--- src/rtl/sp_ram_arbiter.sv ---
// Round-robin / fixed-priority arbiter sharing one single-port data RAM
// between two req/gnt/rvalid requesters, with window decode and error replies.
//
// Ports:
//   clock, reset          : single clock, synchronous active-high reset
//   req_i, we_i, be_i,
//   addr_i, wdata_i       : per-port request and payload (index 0/1)
//   gnt_o                 : per-port grant, combinational in the request cycle
//   rvalid_o, err_o,
//   rdata_o               : per-port response, one cycle after the grant
//   mem_*_o, mem_rdata_i  : RAM side; read data arrives one cycle after mem_en_o
module sp_ram_arbiter #(
    parameter int unsigned            ADDR_WIDTH     = 32,
    parameter int unsigned            DATA_WIDTH     = 32,
    parameter int unsigned            RAM_ADDR_WIDTH = 12,
    parameter logic [ADDR_WIDTH-1:0]  BASE_ADDR      = 32'h0010_0000,
    parameter bit                     FIXED_PRIORITY = 1'b0
) (
    input  logic                                 clock,
    input  logic                                 reset,
    input  logic [1:0]                           req_i,
    input  logic [1:0]                           we_i,
    input  logic [1:0][DATA_WIDTH/8-1:0]         be_i,
    input  logic [1:0][ADDR_WIDTH-1:0]           addr_i,
    input  logic [1:0][DATA_WIDTH-1:0]           wdata_i,
    output logic [1:0]                           gnt_o,
    output logic [1:0]                           rvalid_o,
    output logic [1:0]                           err_o,
    output logic [1:0][DATA_WIDTH-1:0]           rdata_o,
    output logic                                 mem_en_o,
    output logic                                 mem_we_o,
    output logic [DATA_WIDTH/8-1:0]              mem_be_o,
    output logic [RAM_ADDR_WIDTH-1:0]            mem_addr_o,
    output logic [DATA_WIDTH-1:0]                mem_wdata_o,
    input  logic [DATA_WIDTH-1:0]                mem_rdata_i
);

    localparam int unsigned TAG_LSB = RAM_ADDR_WIDTH + 2;

    logic any_req;
    logic win;
    logic in_win;
    logic last_q;

    logic resp_valid_q;
    logic resp_port_q;
    logic resp_err_q;
    logic resp_we_q;

    // Byte-offset bits never reach the word-addressed RAM.
    logic unused_addr_lsbs;
    assign unused_addr_lsbs = ^{addr_i[0][1:0], addr_i[1][1:0]};

    // Winner select; with no request the winner defaults to port 0 so the
    // don't-care RAM address/data are driven from port 0.
    always_comb begin
        any_req = (|req_i) & ~reset;
        win     = 1'b0;
        if (req_i == 2'b10) begin
            win = 1'b1;
        end else if (req_i == 2'b11) begin
            win = FIXED_PRIORITY ? 1'b0 : ~last_q;
        end
    end

    assign gnt_o  = any_req ? (win ? 2'b10 : 2'b01) : 2'b00;

    assign in_win = addr_i[win][ADDR_WIDTH-1:TAG_LSB]
                    == BASE_ADDR[ADDR_WIDTH-1:TAG_LSB];

    assign mem_en_o    = any_req & in_win;
    assign mem_we_o    = mem_en_o & we_i[win];
    assign mem_be_o    = mem_en_o ? be_i[win] : '0;
    assign mem_addr_o  = addr_i[win][RAM_ADDR_WIDTH+1:2];
    assign mem_wdata_o = wdata_i[win];

    always_ff @(posedge clock) begin
        if (reset) begin
            last_q       <= 1'b1;
            resp_valid_q <= 1'b0;
            resp_port_q  <= 1'b0;
            resp_err_q   <= 1'b0;
            resp_we_q    <= 1'b0;
        end else begin
            resp_valid_q <= any_req;
            resp_port_q  <= win;
            resp_err_q   <= ~in_win;
            resp_we_q    <= we_i[win];
            if (any_req) begin
                last_q <= win;
            end
        end
    end

    // A response registered just before reset rose is suppressed while
    // reset is held, so it is dropped rather than delivered late.
    always_comb begin
        for (int p = 0; p < 2; p++) begin
            rvalid_o[p] = resp_valid_q & ~reset & (resp_port_q == 1'(p));
            err_o[p]    = rvalid_o[p] & resp_err_q;
            rdata_o[p]  = (rvalid_o[p] & ~resp_err_q & ~resp_we_q)
                          ? mem_rdata_i : '0;
        end
    end

endmodule

--- config.mk ---
export PLATFORM = sky130hd
export DESIGN_NAME = sp_ram_arbiter
export DESIGN_NICKNAME = d
export VERILOG_FILES = /design/src/rtl/sp_ram_arbiter.sv
export SDC_FILE = /design/constraint.sdc
export NUM_CORES = 1
export LEC_CHECK = 0
export CAP_MARGIN = 5
export CORE_AREA = 2 2 115 117
export DETAILED_ROUTE_END_ITERATION = 10
export DIE_AREA = 0 0 117 119
export GPL_ROUTABILITY_DRIVEN = 0
export SLEW_MARGIN = 20
export SYNTH_ARGS = -nofsm -noshare
export SYNTH_HDL_FRONTEND = slang
export SYNTH_SLANG_ARGS = --single-unit
--- constraint.sdc ---
create_clock -name clock -period 2.36 [get_ports clock]
set_clock_uncertainty 0.2 [all_clocks]
set_input_delay 0.354 -clock clock [delete_from_list [all_inputs] [get_ports clock]]
set_output_delay 0.354 -clock clock [all_outputs]
set_load 0.02 [all_outputs]
* After elaboration in Yosys (flattened, before gate mapping)
Index checks and enable logic that the tools add are counted.
Word-level totals: flip-flop bits (word level) 5, input bits 174, word-level logic and storage cells 43
Cells by class: order comparisons 1, eq/ne operators 3, multiplexer cells 15, bitwise gates (word level) 18, reductions and logical operators 1
Operators with widths (number):
- 2-to-1 mux 32 bit | 6
- equality test 18 x 7 -> 1 bit (second input constant) | 1
- bitwise AND 1 bit | 12
- 2-to-1 mux 4 bit | 3
- inverter 1 bit | 6
- equality test 2 bit (second input constant) | 2
- 2-to-1 mux 1 bit | 4
- 2-to-1 mux 2 bit | 2
- less-than comparator 1 x 2 -> 1 bit (second input constant) | 1
- OR reduction 2 bit | 1

* Longest topological paths before layout
Gate-level depths: netlist of run 1.
depth in word-level cells 8, gate-level depth with buffers 6, mapped depth without buffers 4

* Worst setup path after synthesis of run 1
No wires, ideal clock.
path kind in2out, from input port reset, to output port rdata_o[10] (netlist bit), arrival time 1.461 ns, data required time 1.806 ns, slack 0.345 ns, cell stages on the path 4, buffers on the path 1, cells stage by stage nor3b_2 nor3b_4 clkbuf_2 and2_1
RTL lines:
- start: declaration | line 20 | input logic reset,
- end: declaration | line 29 | output logic [1:0][DATA_WIDTH-1:0] rdata_o,

* Worst setup path in the final report of run 1
from input port addr_i[20] (netlist bit), to register resp_err_q
On the way: longest elaborated chain between the ends 4
RTL lines:
- start: declaration | line 24 | input logic [1:0][ADDR_WIDTH-1:0] addr_i,
- 2-to-1 mux 32 bit (2 in a row)
- equality test 18 x 7 -> 1 bit | line 69 | == BASE_ADDR[ADDR_WIDTH-1:TAG_LSB];
- inverter 1 bit | line 87 | resp_err_q <= ~in_win;
- end signal: assignment | line 87
- end: declaration | line 47 | logic resp_err_q;
No other way between the ends. The select of a mux whose other input is x is not followed. A chain may end at the register's enable or synchronous reset.

==> out/results.ini, run 1 <==
[run_status]
status = finished, final reports clean

[logic_synthesis]
syn_area_mm2 = 0.001436
syn_inst = 268
synth_ff_type = dfxtp_1
ys_ff_latch = 5
avgSynthCellArea_um2 = 5.360
async_flop_share_pct = 0
synth.area.top_cells = nand2_1, and2_1, dfxtp_1
yosysWarnings = 0
synth_common_cells = nand2_1, and2_1, buf_2, clkbuf_2, dfxtp_1
syn_nets = 442
ys_seq_area_share_pct = 6.969
synth_edf_count = 0
yosys.area.top_type = nand2_1
yosysMostFrequentCell = nand2_1
synth.distinct_cells = 26
synth_top_area_share_pct = 37.37

[sta]
fin_crit_sh_pct = 99.18
min_period_ns = 2.341
slew_violations = 0
maxSlewHeadroom_pct = 83.44
fin_tns_setup_ns = 0
finalSetupViolations = 0
rsz0062_at_grt = true
hold_viol_final = 0
fmax_ghz = 0.4273
tightest_slew_ns = 0.2415

[pwr]
total_power_mw = 1.096
p_leak_nw = 2.443
irDropWorstVdd_mv = 0.1616
power_density_mw_per_mm2 = 227.0

[routing]
drt_iter0_markers = 43
drt_first_pass_iters = 5
avgViaCountPerCell = 3.867
post_drt_wl_per_cell_um = 13.46
routed-via-count = 2970
drt_wl_total_mm = 10.34
drcViolationCount = 0
antenna_left = 0

[placed_design]
dpl_cell_area_mm2 = 0.004702
port_buffers = 289
place_inst = 736
dp.final_hpwl_mm = 8.337

[worst_setup_path]
max_stage_delay_ns = 0.47
rr_worst_depth = 5
critPathBufInv = 8
critPathSlowestCell = clkdlybuf4s50_1
crit_arrival_ns = 2.26
path_delay_family = buffers and inverters
critPathMaxFanout = 2
critPathRequiredTime_ns = 2.28
worstSetupPathType = in2reg
cp_num_cells = 12
crit_chain = clkdlybuf4s50_1 -> nor4b_4 -> nand4_1 -> buf_4 -> buf_4 -> buf_4 -> buf_4 -> buf_4 -> buf_4 -> buf_4 -> o32ai_2 -> nor2_1
critPathLaunchType = primary input
endpoint_kind = flop
cp_common_cell = buf_4

[cells_and_area]
fillers = 1378
nNetsFinal = 766
synthToLayoutAreaGrowth_pct = 236.1
final_util_pct = 37.50
layout-drive-gt1-share_pct = 24.87
fin_cells = 768
fin_area_mm2 = 0.004828

[clocking]
clk_pin_slew_worst_paths_ns = 0.03
cts.sinks = 5
cts_hold_buf = 0
cts_tree = done
cts_root_buf = clkbuf_16
clk_latency_ns = 0.23
h-tree-depth = 1
cts_buffers = 3
cts_buffer_depth = 2

[run]
cap_violations = 0

[floorplan]
die_w_um = 117
start_util_pct = 11.16
core_mm2 = 0.01287
num_io_pins = 294
dieArea_mm2 = 0.01392
die_height_um = 119
fp-row-count = 42

[worst_hold_path]
hold_path.class = in2reg
whs_path_depth = 2

[global_routing]
antenna_found_initial = 2
overflow = 0
grt_pass1_wl_mm = 14.28
grt_max_degree = 33
grt_usage_pct = 13.03
grt_pass1_vias = 2896

-- path summary, 6_finish.rpt --
kind / endpoint / from / slack, ns
worst max-delay path: resp_err_q$_SDFF_PP0_ / addr_i[20] / 0.02
worst min-delay path: last_q$_SDFFE_PP1P_ / reset / 0.20
worst max register to register: resp_we_q$_SDFF_PP0_ / last_q$_SDFFE_PP1P_ / 0.75
worst min register to register: last_q$_SDFFE_PP1P_ / last_q$_SDFFE_PP1P_ / 0.39
-- registers in the layout (all words and copies together), names as in the netlist --
name,cells
resp_we_q,1
resp_err_q,1
resp_port_q,1
last_q,1
resp_valid_q,1
-- area by class of cell --
| type | count | area, um^2 | share of cell area, % |
|---|---|---|---|
| repair buffers | 336 | 3102 | 64.24 |
| multi-input cells | 243 | 1314 | 27.21 |
| well taps | 176 | 220.2 | 4.561 |
| flip-flops and latches | 5 | 100.1 | 2.073 |
| clock buffers | 4 | 78.83 | 1.633 |
| inverters | 3 | 11.26 | 0.2332 |
| diodes | 1 | 2.502 | 0.05183 |
-- routing by layer --
layer / part of all wire [%] / wire length (um) / global-route usage (%) / vias to the layer above
met5: 0 / 0 / 0 / -
met4: 1.1 / 117 / 2.868 / 0
met3: 12 / 1215 / 4.020 / 9
met2: 53 / 5456 / 26.23 / 187
met1: 34 / 3546 / 12.52 / 1297
li1: - / - / - / 1477
-- placed cells by master (no fill, tap or decap), types with 2 or more instances in the layout --
| master | instances |
|---|---|
| and2_1 | 66 |
| buf_12 | 7 |
| clkdlybuf4s15_2 | 18 |
| clkbuf_2 | 30 |
| nor4_2 | 6 |
| dlymetal6s2s_1 | 12 |
| nor2_1 | 4 |
| clkdlybuf4s15_1 | 4 |
| buf_6 | 3 |
| inv_1 | 3 |
| nor3b_4 | 2 |
| dlygate4sd2_1 | 56 |
| clkdlybuf4s50_1 | 143 |
| nand2b_1 | 2 |
| nand2_1 | 143 |
| a21oi_2 | 4 |
| dfxtp_1 | 5 |
| buf_4 | 42 |
| clkbuf_16 | 4 |
| buf_2 | 19 |
-- power breakdown --
| part | switching, mW | total [mW] | internal, mW | leakage, nW |
|---|---|---|---|---|
| clock network | 0.0598 | 0.284 | 0.224 | 0.0382 |
| registers | 0.00611 | 0.0967 | 0.0906 | 0.0418 |
| logic | 0.311 | 0.715 | 0.405 | 2.36 |
| total | 0.376 | 1.10 | 0.720 | 2.44 |
-- through the flow --
stage / hold WS, ns / setup WS [ns]
global route: 0.2094 / -0.03453
global placement: 0.3499 / -0.6708
finish: 0.1980 / 0.01946
floorplan: 0.2264 / 0.3450
detailed placement: 0.3783 / -0.6513
CTS: 0.3707 / 0.002346
-- timing repair --
action	CTS	global route
setup endpoints to repair	118	60
hold endpoints to repair	0	0
gates cloned	1	1
buffers inserted	23	2
pin swaps	10	12
gates resized for setup	262	58
-- cells by family (layout without fill, tap and decap cells) --
logic type | count (synthesis) | count (layout) | share of synthesized area [%]
and+or+nand+nor | 232 | 232 | 78.83
buffers and inverters | 20 | 343 | 6.358
AOI/OAI and AO/OA | 10 | 10 | 7.142
other | 0 | 1 | 0
DFF | 5 | 5 | 6.969
muxes | 1 | 1 | 0.6969
-- worst reg2reg max path, delay by kind of cell (launching register included) --
family	cells	cell delay, ns
flops	1	0.40
compound gates	1	0.23
simple gates	1	0.03
mux	1	0.30
buf+inv	2	0.34
(Power assumes the default switching activity.)
==> run 2, diff against run 1 <==
Settings changed: CORE_AREA 2 2 115 117 to 2 2 114 116, CTS_CLUSTER_SIZE set to 40, DIE_AREA 0 0 117 119 to 0 0 116 118, RECOVER_POWER set to 100.
Clock period 2.36 ns to 2.6 ns, I/O delays scaled along.
==> out/results.ini, run 2 (synthesis results as in run 1) <==
[cells_and_area]
layout-drive-gt1-share_pct = 12.54  ; was 24.87%
layout_common_cells = clkdlybuf4s50_1, nand2_1, dlygate4sd2_1, and2_1, buf_4  ; was nand2_1, clkdlybuf4s50_1, and2_1, dlygate4sd2_1, buf_4
synthToLayoutAreaGrowth_pct = 227.3  ; was 236.1%
fillers = 1342  ; was 1378
nNetsFinal = 749  ; was 766
final_common_cell = clkdlybuf4s50_1
final_util_pct = 37.87  ; was 37.50%
multiInputGateArea_mm2 = 0.001297  ; was 0.001314 mm^2
n_antenna_cell = 0  ; was 1
seq_area_um2 = 100.1  ; unchanged

[clocking]
cts_tree = done  ; unchanged
cts_root_buf = clkbuf_16  ; unchanged
clk_pin_slew_worst_paths_ns = 0.03  ; about the same
clk_latency_ns = 0.23  ; about the same
cts_hold_buf = 0  ; unchanged
cts_buffers = 3  ; unchanged
cts.sinks = 5  ; unchanged
h-tree-depth = 1  ; unchanged
cts_buffer_depth = 2  ; unchanged

[routing]
drt_iter0_markers = 47  ; was 43
routed-via-count = 2872  ; was 2970
drt_wl_total_mm = 9.343  ; was 10.34 mm
antenna_left = 0  ; unchanged
drcViolationCount = 0  ; unchanged
avgViaCountPerCell = 3.850  ; was 3.867
post_drt_wl_per_cell_um = 12.52  ; was 13.46 um
drt_first_pass_iters = 4  ; was 5

[sta]
min_period_ns = 2.585
fin_crit_sh_pct = 99.43
maxSlewHeadroom_pct = 79.39  ; was 83.44%
fmax_ghz = 0.3868
rsz0062_at_grt = true  ; unchanged
tightest_slew_ns = 0.3005  ; was 0.2415 ns
setup_slack_ns = 0.01486  ; was 0.01946 ns
slew_violations = 0  ; unchanged
finalSetupViolations = 0  ; unchanged
hold_viol_final = 0  ; unchanged

[floorplan]
fp-row-count = 41  ; was 42
dieArea_mm2 = 0.01369  ; was 0.01392 mm^2
start_util_pct = 11.57  ; was 11.16%
die_height_um = 118  ; was 119 um
core_mm2 = 0.01241  ; was 0.01287 mm^2
die_w_um = 116  ; was 117 um
num_io_pins = 294  ; unchanged

[worst_setup_path]
critPathLaunchType = primary input  ; unchanged
endpoint_kind = output pin  ; was flop
critPathRequiredTime_ns = 2.01  ; was 2.28 ns
worstSetupPathType = in2out  ; was in2reg
crit_arrival_ns = 2.00  ; was 2.26 ns
critPathMaxFanout = 6  ; was 2

[pwr]
p_leak_nw = 2.455  ; was 2.443 nW
p_seq_share_pct = 8.8  ; about the same
pwr-share-clk_pct = 25.3  ; was 25.9%
power_density_mw_per_mm2 = 210.5  ; was 227.0 mW/mm^2
internal-power_uw = 660.3  ; was 719.5 uW
p_switching_uw = 329.4  ; was 376.5 uW
power_frac_comb_pct = 65.8  ; was 65.3%
total_power_uw = 989.6  ; was 1.096 mW
p_sw_share_pct = 33.28  ; was 34.35%
irDropWorstVdd_mv = 0.1437  ; was 0.1616 mV

[global_routing]
grt_pass1_vias = 2904  ; was 2896
overflow = 0  ; unchanged
grt_pass1_wl_mm = 14.15  ; was 14.28 mm
grt_usage_pct = 12.69  ; was 13.03%
antenna_found_initial = 0  ; was 2
grt_max_degree = 29  ; was 33

[run]
cap_violations = 0  ; unchanged

[worst_hold_path]
hold_path.class = reg2reg  ; was in2reg

[placed_design]
dp.final_hpwl_mm = 8.362  ; was 8.337 mm
place_worst_setup_slack_ns = -0.5993  ; was -0.6513 ns
port_buffers = 289  ; unchanged

[run_status]
status = finished, final reports clean  ; unchanged

==> run 2: changes by cell type in the layout (fill, tap and decap cells not counted), moves of 12 or more <==
cell | before | now
buf_4 | 42 | 22
buf_2 | 19 | 7
clkdlybuf4s50_1 | 143 | 161
clkbuf_2 | 30 | 8
clkdlybuf4s15_2 | 18 | 3
dlygate4sd2_1 | 56 | 89
==> run 2: worst paths after layout <==
check | slack (ns) | depth (start not counted) | startpoint | end
max reg2reg | 0.97 | 5 | last_q$_SDFFE_PP1P_ | resp_we_q$_SDFF_PP0_
max | 0.01 | 8 | addr_i[24] | mem_we_o
min reg2reg | 0.37 | 3 | last_q$_SDFFE_PP1P_ | last_q$_SDFFE_PP1P_
min | 0.37 | 3 | last_q$_SDFFE_PP1P_ | last_q$_SDFFE_PP1P_
==> run 2: stage by stage <==
stage / hold WS (ns) / setup TNS (ns) / std cells / area, um^2
6_report: 0.3699 / 0 / 746 / 4701
5_1_grt: 0.4812 / -0.1139 / 746 / 4701
4_1_cts: 0.3828 / -0.02870 / 743 / 4708
3_5_place_dp: 0.3762 / -35.92 / 737 / 4705
3_3_place_gp: 0.3514 / -36.22 / 737 / 4705
2_1_floorplan: 0.2624 / 0 / 268 / 1436
==> run 2: metal layers <==
layer	routed length, um	GRT usage [%]	up-vias
met5	0	0	-
met4	73	2.158	0
met3	1027	3.193	9
met2	5046	26.21	179
met1	3196	12.33	1243
li1	-	-	1441
==> run 2: power by group through the flow <==
| stage | Combinational (mW) | Clock [mW] | Sequential, mW |
|---|---|---|---|
| 2_1_floorplan | 0.228 | 0 | 0.0877 |
| 3_3_place_gp | 0.699 | 0 | 0.0890 |
| 3_5_place_dp | 0.707 | 0 | 0.0894 |
| 4_1_cts | 0.666 | 0.254 | 0.0883 |
| 5_1_grt | 0.701 | 0.261 | 0.0880 |
| 6_report | 0.652 | 0.251 | 0.0874 |
==> run 2: area by class of cell <==
class | count | area share (%)
flip-flops and latches | 5 | 2.129
repair buffers | 319 | 63.77
well taps | 172 | 4.578
inverters | 3 | 0.2396
multi-input cells | 243 | 27.60
clock buffers | 4 | 1.677
==> run 2: critical path, stage by stage <==
cell and delay [ns]:
clkdlybuf4s50_1 0.42, nor4_2 0.33, buf_4 0.17, nand3_1 0.08, o32a_4 0.26, buf_6 0.14
nor2_4 0.09, buf_6 0.12
==> run 2: timing repair <==
action / 4_1_cts / 5_1_grt
gates cloned: 0 / 0
setup endpoints to repair: 116 / 38
buffers inserted: 2 / 3
resized for setup: 169 / 33
endpoints found under the hold margin: 0 / 0
pin swaps: 4 / 6
==> patch: new RTL, settings of run 2 <==
Change the parameter `FIXED_PRIORITY` from 1'b0 to 1'b1.
--- a/src/rtl/sp_ram_arbiter.sv
+++ b/src/rtl/sp_ram_arbiter.sv
@@ -14,7 +14,7 @@
     parameter int unsigned            DATA_WIDTH     = 32,
     parameter int unsigned            RAM_ADDR_WIDTH = 12,
     parameter logic [ADDR_WIDTH-1:0]  BASE_ADDR      = 32'h0010_0000,
-    parameter bit                     FIXED_PRIORITY = 1'b0
+    parameter bit                     FIXED_PRIORITY = 1'b1
 ) (
     input  logic                                 clock,
     input  logic                                 reset,
Behaviour: not the same (Yosys sat finds a counterexample within 4 cycles, from zero or initial values and one cycle with reset high).
==> patch against run 2 <==
Total power fell by 8.7%. Routed wire length increased by 5.6%. Largest cell class unchanged. Sequential cell count is 1 lower. Setup slack improved by 0.035 ns. Critical endpoint is now mem_be_o[0]. Area after synthesis is 3.9% lower. Global-route usage grew 0.58 points. Final area decreased by 2.4%. Via count down 0.28%.
==> patch: results (changes against run 2) <==
outcome=finished clean; Post-Syn Area per Cell=5.21 um^2 (-2.8%); Iter 0 DRT Violations=72 (+53%); Netlist cell types=27 (+3.8%); Comb pwr share=0.661 (+0.003); Synth Net Count=439 (-0.68%); sequential-to-total area share from yosys stat=0.0580 (-0.0117); met2 usage=0.270 (+0.00768); Static Leak=2.36 nW (-3.9%); Total Routing Usage GR=0.133 (+0.00576); vias in the first global route=2810 (-3.2%); Hold Crit Depth=4 (+1); first-pass GRT wire length=14300 um (+1.1%); CP Data Arrival Time=1.96 ns (-0.04 ns); largest net degree at the start of global routing=33 (+14%); P_sw=0.000291 W (-12%); P_clk=0.000238 W (-5%); Worst-Margin Slew=0.378 ns (+0.0778 ns); global routing usage on met1=0.131 (+0.00768); CP max FO=5 (-1); DR pass1 iterations=6 (+2); vias per cell=3.88 (+0.67%); Worst Hold Class=in -> reg; Layout Cells excl Fill=739 (-0.94%); dpl ws=-0.583 ns (+0.0158 ns); hpwl dp=8680 um (+3.8%); placeable core area=12400 um^2 (unchanged); Int Pwr=0.000613 W (-7.1%); GR Util met3=0.0288 (-0.00309); Post-synth top flop=dfxtp_1; VDD IR max=230 uV (+60%); fraction of layout instances using a drive strength above 1=0.0883 (-0.0371); Placed Instances=731 (-0.81%); top cells by area, synth=nand2_1 38%, and2_1 30%, dfxtp_1 5.8%, clkbuf_1 2.4%, nor4_1 2.3%; port bufs=289 (unchanged); Layout fillers=1336 (-0.45%); synth cell count leaders=141 x nand2_1, 66 x and2_1, 9 x clkbuf_1, 6 x clkbuf_2, 6 x nor2_1; final wirelength=9870 um (+5.6%)
[patch: cell types whose count changed after synthesis, sizes merged, moves of 2 or more]
cell	delta
clkbuf	+5
buf	-4
nand2	-2
nor2b	+2
[patch: critical path, cell delays in order]
cell and delay (ns):
clkdlybuf4s50_1 0.41, nor4_2 0.27, nand2_1 0.14, o32a_4 0.37
buf_6 0.14, a21oi_2 0.11, buf_6 0.13
[patch: through the flow]
stage	hold slack, ns	cell area (um^2)
final	0.399	4590
after global routing	0.433	4590
after CTS	0.546	4620
after detailed placement	0.937	4610
after global placement	0.939	4610
after floorplan	0.262	1380
[patch: kinds of logic (layout without fill, tap and decap cells)]
family,count (synthesis),count (layout),synth area share
AO/OA/AOI/OAI,7,7,0.0426
buffers and inverters,21,322,0.0762
flip-flops,4,4,0.0580
multiplexers,1,1,0.00725
other,0,1,0
AND/OR/NAND/NOR,232,232,0.816
[patch: cell type report]
class / instances / area, um^2 / area share
Clock buffer: 3 / 75.1 / 0.0164
Antenna cell: 1 / 2.50 / 0.000545
Sequential cell: 4 / 80.1 / 0.0175
Multi-Input combinational cell: 240 / 1240 / 0.271
Inverter: 3 / 11.3 / 0.00245
Timing Repair Buffer: 316 / 2960 / 0.646
Tap cell: 172 / 215 / 0.0469
[patch: worst paths after layout]
path | from | end | slack, ns
max | addr_i[51] | mem_be_o[0] | 0.05
min | addr_i[29] | resp_err_q | 0.40
[patch: timing repair]
action                                  CTS  global route
endpoints found under the setup margin  117            13
setup buffers                             3             1
gates resized for setup                 137            12
pin swaps                                 6             6
[patch: metal layers]
metal | part of all wire | routed length (um)
met5 | 0 | 0
met4 | 0.012 | 123
met3 | 0.11 | 1100
met2 | 0.54 | 5370
met1 | 0.33 | 3270
